### src/rtl/dmem_arb_pkg.sv
// Shared types for the data-memory port arbiter.
//   owner_t     : which requester received the previous cycle's grant
//   STALL_CNT_W : width of the saturating pipeline-stall counter
package dmem_arb_pkg;

  typedef enum logic [1:0] {
    OWN_NONE = 2'd0,
    OWN_CPU  = 2'd1,
    OWN_HOST = 2'd2
  } owner_t;

  localparam int unsigned STALL_CNT_W = 32;

endpackage

### src/rtl/sat_counter.sv
// Saturating up-counter with synchronous clear (clear wins over increment).
// Ports:
//   clk, arst : clock, asynchronous active-high reset
//   inc       : increment request (ignored once MAX is reached)
//   clr       : synchronous clear
//   cnt       : current count
module sat_counter #(
  parameter int unsigned      WIDTH = 8,
  parameter logic [WIDTH-1:0] MAX   = '1
) (
  input  logic             clk,
  input  logic             arst,
  input  logic             inc,
  input  logic             clr,
  output logic [WIDTH-1:0] cnt
);

  logic [WIDTH-1:0] cnt_d;
  logic [WIDTH-1:0] cnt_q;

  // Next count: clear first, then increment only below the ceiling.
  always_comb begin
    cnt_d = cnt_q;
    if (clr) begin
      cnt_d = '0;
    end else if (inc && (cnt_q < MAX)) begin
      cnt_d = cnt_q + WIDTH'(1);
    end
  end

  always_ff @(posedge clk or posedge arst) begin
    if (arst) begin
      cnt_q <= '0;
    end else begin
      cnt_q <= cnt_d;
    end
  end

  assign cnt = cnt_q;

endmodule

### src/rtl/dmem_port_arbiter.sv
// Shares the single data-memory SRAM port between the pipeline MEM stage and a
// host/debug master. One grant per cycle; the host wins when the CPU is idle or
// after losing HOST_MAX_WAIT consecutive cycles. Read data (1-cycle latency) is
// steered back to whichever requester owned the previous cycle.
// Ports:
//   clk, arst            : clock, asynchronous active-high reset
//   enable               : CPU running; low hands the memory to the host
//   cpu_*                : MEM-stage request, cpu_stall freezes the pipeline
//   host_*               : host request/grant handshake, host_done one cycle after grant
//   mem_*                : SRAM port (mem_rdata has 1-cycle latency)
//   stall_cnt, _clr      : saturating count of stalled CPU cycles, synchronous clear
module dmem_port_arbiter
  import dmem_arb_pkg::*;
#(
  parameter int unsigned ADDR_W        = 10,
  parameter int unsigned DATA_W        = 32,
  parameter int unsigned HOST_MAX_WAIT = 4
) (
  input  logic                   clk,
  input  logic                   arst,
  input  logic                   enable,
  input  logic                   cpu_ren,
  input  logic                   cpu_wen,
  input  logic [ADDR_W-1:0]      cpu_addr,
  input  logic [DATA_W-1:0]      cpu_wdata,
  output logic                   cpu_stall,
  output logic [DATA_W-1:0]      cpu_rdata,
  input  logic                   host_req,
  input  logic                   host_we,
  input  logic [ADDR_W-1:0]      host_addr,
  input  logic [DATA_W-1:0]      host_wdata,
  output logic                   host_gnt,
  output logic                   host_done,
  output logic [DATA_W-1:0]      host_rdata,
  output logic                   mem_ren,
  output logic                   mem_wen,
  output logic [ADDR_W-1:0]      mem_addr,
  output logic [DATA_W-1:0]      mem_wdata,
  input  logic [DATA_W-1:0]      mem_rdata,
  output logic [STALL_CNT_W-1:0] stall_cnt,
  input  logic                   stall_cnt_clr
);

  localparam int unsigned          STARVE_W   = $clog2(HOST_MAX_WAIT + 1);
  localparam logic [STARVE_W-1:0]  STARVE_MAX = STARVE_W'(HOST_MAX_WAIT);

  logic                cpu_req;
  logic                host_wins;
  logic                gnt_host;
  logic                gnt_cpu;
  logic [STARVE_W-1:0] starve;
  owner_t              owner_d, owner_q;
  logic                host_was_read_d, host_was_read_q;

  // Arbitration; every grant is held off while reset is asserted.
  always_comb begin
    cpu_req   = enable & (cpu_ren | cpu_wen);
    host_wins = host_req & (~cpu_req | (starve == STARVE_MAX));
    gnt_host  = ~arst & host_wins;
    gnt_cpu   = ~arst & ~host_wins & cpu_req;
    cpu_stall = ~arst & cpu_req & ~gnt_cpu;
    host_gnt  = gnt_host;
  end

  // SRAM port mux: idle port drives all zeros.
  always_comb begin
    mem_ren   = 1'b0;
    mem_wen   = 1'b0;
    mem_addr  = '0;
    mem_wdata = '0;
    if (gnt_host) begin
      mem_ren   = ~host_we;
      mem_wen   = host_we;
      mem_addr  = host_addr;
      mem_wdata = host_wdata;
    end else if (gnt_cpu) begin
      mem_ren   = cpu_ren;
      mem_wen   = cpu_wen;
      mem_addr  = cpu_addr;
      mem_wdata = cpu_wdata;
    end
  end

  // Consecutive cycles a pending host request has lost to the CPU.
  sat_counter #(
    .WIDTH (STARVE_W),
    .MAX   (STARVE_MAX)
  ) u_starve_cnt (
    .clk  (clk),
    .arst (arst),
    .inc  (host_req & gnt_cpu),
    .clr  (gnt_host | ~host_req),
    .cnt  (starve)
  );

  sat_counter #(
    .WIDTH (STALL_CNT_W),
    .MAX   ({STALL_CNT_W{1'b1}})
  ) u_stall_cnt (
    .clk  (clk),
    .arst (arst),
    .inc  (cpu_stall),
    .clr  (stall_cnt_clr),
    .cnt  (stall_cnt)
  );

  // Owner of the access whose read data returns next cycle.
  always_comb begin
    owner_d         = OWN_NONE;
    host_was_read_d = 1'b0;
    if (gnt_host) begin
      owner_d         = OWN_HOST;
      host_was_read_d = ~host_we;
    end else if (gnt_cpu) begin
      owner_d = OWN_CPU;
    end
  end

  always_ff @(posedge clk or posedge arst) begin
    if (arst) begin
      owner_q         <= OWN_NONE;
      host_was_read_q <= 1'b0;
    end else begin
      owner_q         <= owner_d;
      host_was_read_q <= host_was_read_d;
    end
  end

  // Return path: read data reaches only the previous cycle's owner.
  always_comb begin
    host_done  = (owner_q == OWN_HOST);
    host_rdata = (host_done && host_was_read_q) ? mem_rdata : '0;
    cpu_rdata  = (owner_q == OWN_CPU) ? mem_rdata : '0;
  end

  // A MEM stage that reads and writes in the same cycle is a pipeline bug.
  always @(posedge clk) begin
    if (!arst) begin
      assert (!(cpu_ren && cpu_wen))
        else $error("dmem_port_arbiter: cpu_ren and cpu_wen both high");
    end
  end

endmodule

### config.mk
export PLATFORM = sky130hd
export DESIGN_NAME = dmem_port_arbiter
export DESIGN_NICKNAME = d
export VERILOG_FILES = /design/src/rtl/dmem_arb_pkg.sv /design/src/rtl/sat_counter.sv /design/src/rtl/dmem_port_arbiter.sv
export SDC_FILE = /design/constraint.sdc
export NUM_CORES = 1
export LEC_CHECK = 0
export CORE_AREA = 2 2 102 104
export DETAILED_ROUTE_END_ITERATION = 16
export DIE_AREA = 0 0 104 106
export HOLD_SLACK_MARGIN = 0.15
export PLACE_DENSITY = 0.78
export SLEW_MARGIN = 20
export SYNTH_ARGS = -nofsm -noshare
export SYNTH_HDL_FRONTEND = slang
export SYNTH_SLANG_ARGS = --single-unit
### constraint.sdc
create_clock -name clk -period 4.75 [get_ports clk]
set_input_delay 1.425 -clock clk [delete_from_list [all_inputs] [get_ports clk]]
set_output_delay 1.425 -clock clk [all_outputs]
set_load 0.02 [all_outputs]
# Word level (Yosys, flattened, before mapping)
# Index checks and enable logic that the tools add are counted.
word_totals:
  regBits: 38
  in_bits: 124
  out_inout_bits: 143
  wordCells: 50
classes:
  n_addsub: 2
  n_lt_le_gt_ge: 2
  eq_ne: 3
  mux: 17
  bitwise_logic: 17
  reduce_logical: 5
op_table:
  columns: ["cell", "count"]
  rows:
  - ["32-bit two-way mux", 6]
  - ["32-bit by 1-bit adder with 32-bit output (second input constant)", 1]
  - ["32-bit < comparator (second input constant)", 1]
  - ["10-bit two-way mux", 2]
  - ["1-bit bitwise AND", 8]
  - ["1-bit two-way mux", 6]
  - ["3-bit two-way mux", 2]
  - ["1-bit NOT", 6]
  - ["2-bit nonzero test", 2]
  - ["3-bit by 1-bit adder with 3-bit output (second input constant)", 1]
  - ["3-bit equality test (second input constant)", 1]
  - ["1-bit logical AND", 3]
  - ["3-bit < comparator (second input constant)", 1]
  - ["1-bit OR", 3]
  - ["2-bit by 1-bit equality test with 1-bit output (second input constant)", 1]
  - ["2-bit equality test (second input constant)", 1]
  - ["2-bit two-way mux", 1]

# Longest topological paths before layout
# Gate-level depths: netlist (run 1).
logic_depth:
  word_depth: 13
  mapped_depth: 8

# Hierarchy
# Synthesis (run 1) repeated with hierarchy kept, for this count alone.
unflattened:
  cells_unflattened: 355
  area_unflattened_um2: 3014.1
modules_own_cells:
  columns: ["module", "n_inst", "cells_each", "area_each_um2", "seq_area_each_um2"]
  rows:
  - ["sat_counter at u_stall_cnt", 1, 194, 1767.9, 800.8]
  - ["dmem_port_arbiter", 1, 147, 1084.8, 75.1]
  - ["sat_counter at u_starve_cnt", 1, 14, 161.4, 75.1]

# Worst setup path after synthesis (run 1)
# No wires, ideal clock.
synth_path:
  path_kind: "in2out"
  start: "in cpu_wen"
  end: "out mem_addr[0]"
  t_arrival_ns: 2.997
  required_time_ns: 3.325
  path_slack_ns: 0.328
  cell_stages: 5
  path_cell_list: "o21ai_1 a21oi_1 nor3b_2 clkbuf_1 a22o_1"
synth_between:
  elab_cells_between_ends: 11
  classes_between: "mux: 2; bitwise: 9"
synth_rtl:
  columns: ["item", "line", "rtl"]
  rows:
  - ["start: declaration", "dmem_port_arbiter.sv:23", "input logic cpu_wen,"]
  - ["1-bit OR", "dmem_port_arbiter.sv:57", "cpu_req = enable & (cpu_ren | cpu_wen);"]
  - ["1-bit bitwise AND", "dmem_port_arbiter.sv:57", null]
  - ["1-bit NOT", "dmem_port_arbiter.sv:58", "host_wins = host_req & (~cpu_req | (starve == STARVE_MAX));"]
  - ["1-bit OR", "dmem_port_arbiter.sv:58", null]
  - ["1-bit bitwise AND", "dmem_port_arbiter.sv:58", null]
  - ["1-bit bitwise AND", "dmem_port_arbiter.sv:59", "gnt_host = ~arst & host_wins;"]
  - ["via host_gnt", "dmem_port_arbiter.sv:32", "output logic host_gnt,"]
  - ["10-bit two-way mux", "dmem_port_arbiter.sv:71", "if (gnt_host) begin"]
  - ["end: declaration", "dmem_port_arbiter.sv:37", "output logic [ADDR_W-1:0] mem_addr,"]
# The timed path passes the listed nets, and every way through them passes these cells.

# Final worst setup path (run 1)
layout_path:
  start: "in arst"
  end: "out cpu_stall"
layout_between:
  elab_chain_len: 5
  elab_cells_between_ends: 6
  classes_between: "bitwise: 6"
layout_rtl:
  columns: ["item", "line", "rtl"]
  rows:
  - ["start: declaration", "dmem_port_arbiter.sv:20", "input logic arst,"]
  - ["1-bit NOT (*)", "dmem_port_arbiter.sv:60, dmem_port_arbiter.sv:61", null]
  - ["1-bit bitwise AND (2 in series)", "dmem_port_arbiter.sv:60", "gnt_cpu = ~arst & ~host_wins & cpu_req;"]
  - ["1-bit NOT", "dmem_port_arbiter.sv:61", "cpu_stall = ~arst & cpu_req & ~gnt_cpu;"]
  - ["1-bit bitwise AND (*)", "dmem_port_arbiter.sv:61", null]
  - ["end: declaration", "dmem_port_arbiter.sv:26", "output logic cpu_stall,"]
# Every way passes the cells marked *; elsewhere a longest branch is shown, timed or not.

==> results of run 1 <==
## state kept, by name, indices dropped and copies added (netlist names)
name	count
host_was_read_q	1
owner_q	2
u_stall_cnt.cnt	32
u_starve_cnt.cnt	3
## power by group through the flow
stage,Combinational [W],Sequential (W),Clock [W]
6_report,0.000305,0.000328,0.000272
5_1_grt,0.000321,0.000328,0.000287
4_1_cts,0.000303,0.000327,0.000278
3_5_place_dp,0.000315,0.000334,0
3_3_place_gp,0.000316,0.000334,0
2_1_floorplan,0.000109,0.000332,0
## what timing repair did
action,in CTS,in global routing
setup endpoints to repair,39,13
gates resized for setup,42,16
pin swaps,1,0
cloned,0,0
buffers inserted,0,0
hold buffers,0,0
## cells in the final DEF, fill, tap and decap left out, types with 2 or more instances in the layout
| cell type | count |
|---|---|
| and4_1 | 6 |
| diode_2 | 3 |
| o31ai_1 | 4 |
| inv_1 | 8 |
| clkdlybuf4s50_1 | 221 |
| nor3_1 | 2 |
| buf_6 | 4 |
| dlygate4sd2_1 | 29 |
| clkbuf_8 | 5 |
| xnor2_1 | 7 |
| clkbuf_2 | 3 |
| nand4_1 | 9 |
| mux2i_1 | 2 |
| xor2_1 | 5 |
| nand3_1 | 6 |
| nand2_1 | 12 |
| nor2b_1 | 4 |
| nor4_1 | 6 |
| and3_1 | 34 |
| o21ai_0 | 18 |
| clkdlybuf4s15_1 | 8 |
| dfrtp_1 | 38 |
| a22o_1 | 43 |
| clkinv_2 | 2 |
| buf_4 | 19 |
| a21oi_1 | 21 |
| ha_1 | 3 |
| or3_1 | 18 |
| and2_1 | 32 |
| nor2_1 | 19 |
| o2111ai_1 | 2 |
| or4_1 | 5 |
## worst register-to-register path, delay by kind of cell (launching register included)
family             cells  cell delay [ns]
AOI/OAI and AO/OA      1             0.68
DFF                    1             0.48
muxes                  1             0.27
and+or+nand+nor        3             0.96
## layer usage
layer	wire, um	track usage [%]	vias to the layer above
met5	56	0	-
met4	312	5.50	8
met3	2040	14.4	24
met2	7150	43.8	208
met1	5780	29.5	1817
li1	-	-	1852
## logic make-up (layout without fill, tap and decap cells)
kind of cell | count (synthesis) | count (layout) | synth area share, %
and+or+nand+nor | 161 | 161 | 33.3
DFF | 38 | 38 | 32.2
muxes | 2 | 2 | 0.678
adders and majority gates | 3 | 3 | 1.27
other | 0 | 3 | 0
AOI/OAI and AO/OA | 98 | 98 | 24.9
xor gates and xnor gates | 12 | 12 | 3.56
buffers and inverters | 31 | 301 | 4.15
## metrics by stage
stage	hold WS (ns)	power, W	TNS [ns]
finish	0.583	0.000904	0
global placement	0.543	0.000650	-7.64
CTS	0.595	0.000908	0
floorplan	0.513	0.000441	0
detailed placement	0.578	0.000649	-7.69
global route	0.624	0.000936	0
## layout make-up
type / instances / share of cell area (%)
Sequential cell: 38 / 16.0
Clock inverter: 3 / 0.675
Multi-Input combinational cell: 276 / 32.0
Tap cell: 136 / 2.87
Antenna cell: 3 / 0.127
Timing Repair Buffer: 285 / 46.7
Inverter: 8 / 0.506
Clock buffer: 5 / 1.16
## path summary, 6_finish.rpt
| kind | start | endpoint | slack [ns] | cells past startpoint |
|---|---|---|---|---|
| max | arst | cpu_stall | 0.05 | 6 |
| min | u_starve_cnt.cnt[1]$_DFFE_PP0P_ | u_starve_cnt.cnt[1]$_DFFE_PP0P_ | 0.58 | 2 |
| max reg2reg | u_stall_cnt.cnt[26]$_DFFE_PP0P_ | u_stall_cnt.cnt[1]$_DFFE_PP0P_ | 2.24 | 5 |
| min reg2reg | u_starve_cnt.cnt[1]$_DFFE_PP0P_ | u_starve_cnt.cnt[1]$_DFFE_PP0P_ | 0.58 | 2 |
| max in group asynchronous | arst | u_stall_cnt.cnt[19]$_DFFE_PP0P_ | 2.57 | 4 |
| min in group asynchronous | arst | owner_q[1]$_DFF_PP0_ | 1.51 | 3 |
==> flow_summary.toml, run 1 <==
[worst_setup_path]
critPathMaxStageDelay_ns = 0.67
cp.required_ns = 3.32
crit_fanout = 5
critPathLaunchType = "input port"
critPathTopFamily = "buffers and inverters"
timing.critical_path.buf_inv = 4
critPathKind = "in2out"
critPathArrivalTime_ns = 3.28
worst_setup_path_end_kind = "output pin"
path_cells = "clkdlybuf4s50_1 -> buf_4 -> buf_4 -> nand4b_4 -> nor2_1 -> clkdlybuf4s50_1"
crit_slowest_cell = "clkdlybuf4s50_1"

[synth]
yosysMostFrequentCell = "a22o_1"
synth_area_um2 = 2950
synth_commonest_cells = "a22o_1, dfrtp_1, and3_1"
synth-seq-cells = 38
synth_cells = 345
synth_top_area_cell = "dfrtp_1"
synth.net_count = 472
avgSynthCellArea_um2 = 8.56
synthDistinctLibCells = 44
ys_warn_count = 0
synth_edf_count = 0
ys_seq_area_share_pct = 32.2
synth.top_cell.area_share_pct = 32.2
ys.flop_type = "dfrtp_1"
async_flop_share_pct = 100
synthTopCellsByArea = "dfrtp_1, a22o_1, and3_1"

[global_routing]
grt_pass1_vias = 3861
grt_first_pass_wirelength_um = 22400
grt_overflow_total = 0
grt_start_max_net_pins = 35
antenna_found_initial = 7
grt.total_usage_pct = 26.2

[layout]
final_area_um2 = 5930
final_cells = 754
regArea_um2 = 951
n_fill_cell = 895
utilization_pct = 59.3
nets = 741
multi_input_area_um2 = 1900
syn_to_final_growth_pct = 101
drive_above_1_share_pct = 7.32

[power]
p_leak_nw = 2.49
power.switching_w = 0.000256
power.internal_w = 0.000648
pwr-share-seq_pct = 36.2
p_clk_share_pct = 30.1
pwr-share-comb_pct = 33.7
p_per_area_nw_per_um2 = 152
netSwitchingFraction_pct = 28.3
vdd_drop_max_v = 0.000209

[route]
drtIter0Drc = 251
vias = 3909
drc = 0
routedWlPerCell_um = 20.3
wl_um = 15300
ant_nets = 0
drt-vias-per-instance = 5.18
drt_first_pass_iters = 4

[status]
status = "finished, final reports clean"

[cts]
clk_latency_ns = 0.29
htree_levels = 2
root_buffer = "clkbuf_8"
clk_pin_slew_worst_paths_ns = 0.08
cts_buffer_depth = 2
numCtsBuffers = 5
cts_tree = "yes"
cts_sinks = 38

[floorplanning]
io_pins = 267
rows = 37
die_h_um = 106
initial_core_util_pct = 29.5
die_w_um = 104
core_um2 = 10000
dieArea_um2 = 11000

[timing]
fmax_ghz = 0.213
hold_violations = 0
worst_slack_ns = 0.0458
clock_skew_ns = 0.00270
drv_slew = 0
tightest_slew_ns = 0.778
relSlewSlack_pct = 48.1
timing.final.crit_share_pct = 99.0
rsz0062_at_grt = "true"
setup_violations = 0
fin_crit_ns = 4.70

[job]
max_cap_viol_count = 0

[placed_design]
routabilityCongestion = 0.881
dpl_cell_area_um2 = 5850
pre_cts_slack_ns = -0.253
port_buffers = 266
dp.cells = 743
hpwl_um = 12500

[min_path]
hold_path.class = "reg2reg"
Power figures use the tool's default switching activity.
==> inputs of run 2 (changes only) <==
- PLACE_DENSITY: 0.78 -> unset
- PLACE_DENSITY_LB_ADDON: unset -> 0.12
- SETUP_SLACK_MARGIN: unset -> 0.1
==> flow_summary.toml, run 2 (synthesis gave the netlist of run 1 again) <==
[floorplanning]
io_pins = 267
rows = 37
die_h_um = 106
dieArea_um2 = 11000
initial_core_util_pct = 29.5
die_w_um = 104
core_um2 = 10000

[timing]
worst_slack_ns = 0.171
hold_violations = 0
rsz0062_at_grt = "false"
fmax_ghz = 0.218
drv_slew = 0
clock_skew_ns = 0.00657
setup_violations = 0
tightest_slew_ns = 0.759
fin_crit_ns = 4.58
relSlewSlack_pct = 49.1
timing.final.crit_share_pct = 96.4
whs_ns = 0.566

[global_routing]
grt_pass1_vias = 3858
grt_use_met1_pct = 30.4
top_usage_layer = "met2"
antenna_found_initial = 2
grt_first_pass_wirelength_um = 21700
grt.total_usage_pct = 25.1
grtUsageMet3_pct = 8.22
grt_start_max_net_pins = 34
grt_overflow_total = 0
grt_use_met2_pct = 43.6

[power]
netSwitchingFraction_pct = 28.9
power.internal_w = 0.000616
pwr-share-comb_pct = 35.6
vdd_drop_max_v = 0.000102
power.switching_w = 0.000251
p_per_area_nw_per_um2 = 146
p_leak_nw = 2.46
p_total_w = 0.000866
p_clk_share_pct = 26.6
pwr-share-seq_pct = 37.8

[placed_design]
dpl_cell_area_um2 = 5850
hpwl_um = 11400
routabilityCongestion = 0.833
pre_cts_slack_ns = -0.325
port_buffers = 266

[route]
drt-vias-per-instance = 5.19
drc = 0
ant_nets = 0
drtIter0Drc = 264
routedWlPerCell_um = 19.0
drt_first_pass_iters = 4
wl_um = 14400
vias = 3924

[cts]
htree_levels = 2
clk_pin_slew_worst_paths_ns = 0.07
clk_latency_ns = 0.29
cts_sinks = 38
root_buffer = "clkbuf_8"
numCtsBuffers = 5
ctsHoldBuffers = 0
cts_tree = "yes"
cts_buffer_depth = 2

[worst_setup_path]
critPathKind = "in2out"
critPathArrivalTime_ns = 3.15
crit_fanout = 21
worst_setup_path_end_kind = "output pin"
cp.required_ns = 3.32
critPathLaunchType = "input port"

[layout]
n_fill_cell = 929
syn_to_final_growth_pct = 101
largest_reg_flops = 32
final_common_cell = "clkdlybuf4s50_1"
nets = 744
layout_common_cells = "clkdlybuf4s50_1, a22o_1, dfrtp_1"
drive_above_1_share_pct = 13.8
final_area_um2 = 5930

[job]
max_cap_viol_count = 0

[status]
status = "finished, final reports clean"

[min_path]
hold_path.class = "reg2reg"
[run 2: cell types whose count changed in the layout (fill, tap and decap cells not counted), sizes merged]
cell,delta
clkdlybuf4s15,+2
clkinv,-1
bufinv,-1
clkdlybuf4s50,-3
clkbuf,+21
diode,-1
dlygate4sd2,-26
dlymetal6s2s,+1
buf,+9
bufbuf,+1
[run 2: area by class of cell]
class | count | area, um^2 | share of cell area (%)
antenna | 2 | 5.00 | 0.0844
timing repair buffer | 288 | 2770 | 46.7
tap | 136 | 170 | 2.87
clock inverter | 1 | 5.00 | 0.0844
clock buffer | 7 | 86.3 | 1.46
inverter | 8 | 30.0 | 0.506
sequential | 38 | 951 | 16.0
multi-input combinational | 276 | 1910 | 32.2
[run 2: final timing paths]
check	start	end	slack [ns]	cells past startpoint
setup / recovery	enable	mem_addr[0]	0.17	8
hold / removal	u_starve_cnt.cnt[1]$_DFFE_PP0P_	u_starve_cnt.cnt[1]$_DFFE_PP0P_	0.57	2
setup reg to reg	u_stall_cnt.cnt[24]$_DFFE_PP0P_	u_stall_cnt.cnt[1]$_DFFE_PP0P_	2.27	5
hold reg to reg	u_starve_cnt.cnt[1]$_DFFE_PP0P_	u_starve_cnt.cnt[1]$_DFFE_PP0P_	0.57	2
max in group asynchronous	arst	u_stall_cnt.cnt[10]$_DFFE_PP0P_	2.36	4
min in group asynchronous	arst	u_starve_cnt.cnt[2]$_DFFE_PP0P_	1.68	3
[run 2: per-layer routing]
layer	wire, um	up-vias	part of all wire [%]
met3	1440	16	10
met5	0	-	0
met1	5690	1858	40
li1	-	1860	-
met2	6970	190	49
met4	270	0	1.9
[run 2: repair_timing]
item / CTS / global route
endpoints found under the setup margin: 45 / 25
cloned: 3 / 0
pin swaps: 3 / 1
buffers inserted: 3 / 0
resized for setup: 106 / 37
[run 2: worst max-delay path: stages]
cell	delay [ns]
clkdlybuf4s50_1	0.50
o21ai_2	0.09
buf_4	0.15
a311oi_4	0.18
buf_4	0.20
buf_16	0.17
a22o_1	0.14
clkdlybuf4s15_1	0.29
[run 2: power by group through the flow]
stage / Clock, W / Combinational (W) / Sequential (W)
after floorplan: 0 / 0.000109 / 0.000332
after global placement: 0 / 0.000311 / 0.000334
after detailed placement: 0 / 0.000311 / 0.000334
after CTS: 0.000234 / 0.000313 / 0.000328
after global routing: 0.000252 / 0.000326 / 0.000328
final: 0.000231 / 0.000308 / 0.000328
[run 2: metrics by stage]
step / util (%) / cells / TNS, ns
after floorplan: - / 345 / 0
after global placement: 58.5 / 740 / -9.53
after detailed placement: 58.5 / 740 / -11.08
after CTS: 60.1 / 754 / 0
after global routing: 59.3 / 754 / 0
final: 59.3 / 756 / 0
==> inputs of run 3 (changes only) <==
- GPL_ROUTABILITY_DRIVEN: unset -> 0
==> results of run 3 <==
Same layout as run 2: the final DEF is identical, and so are final timing and power.
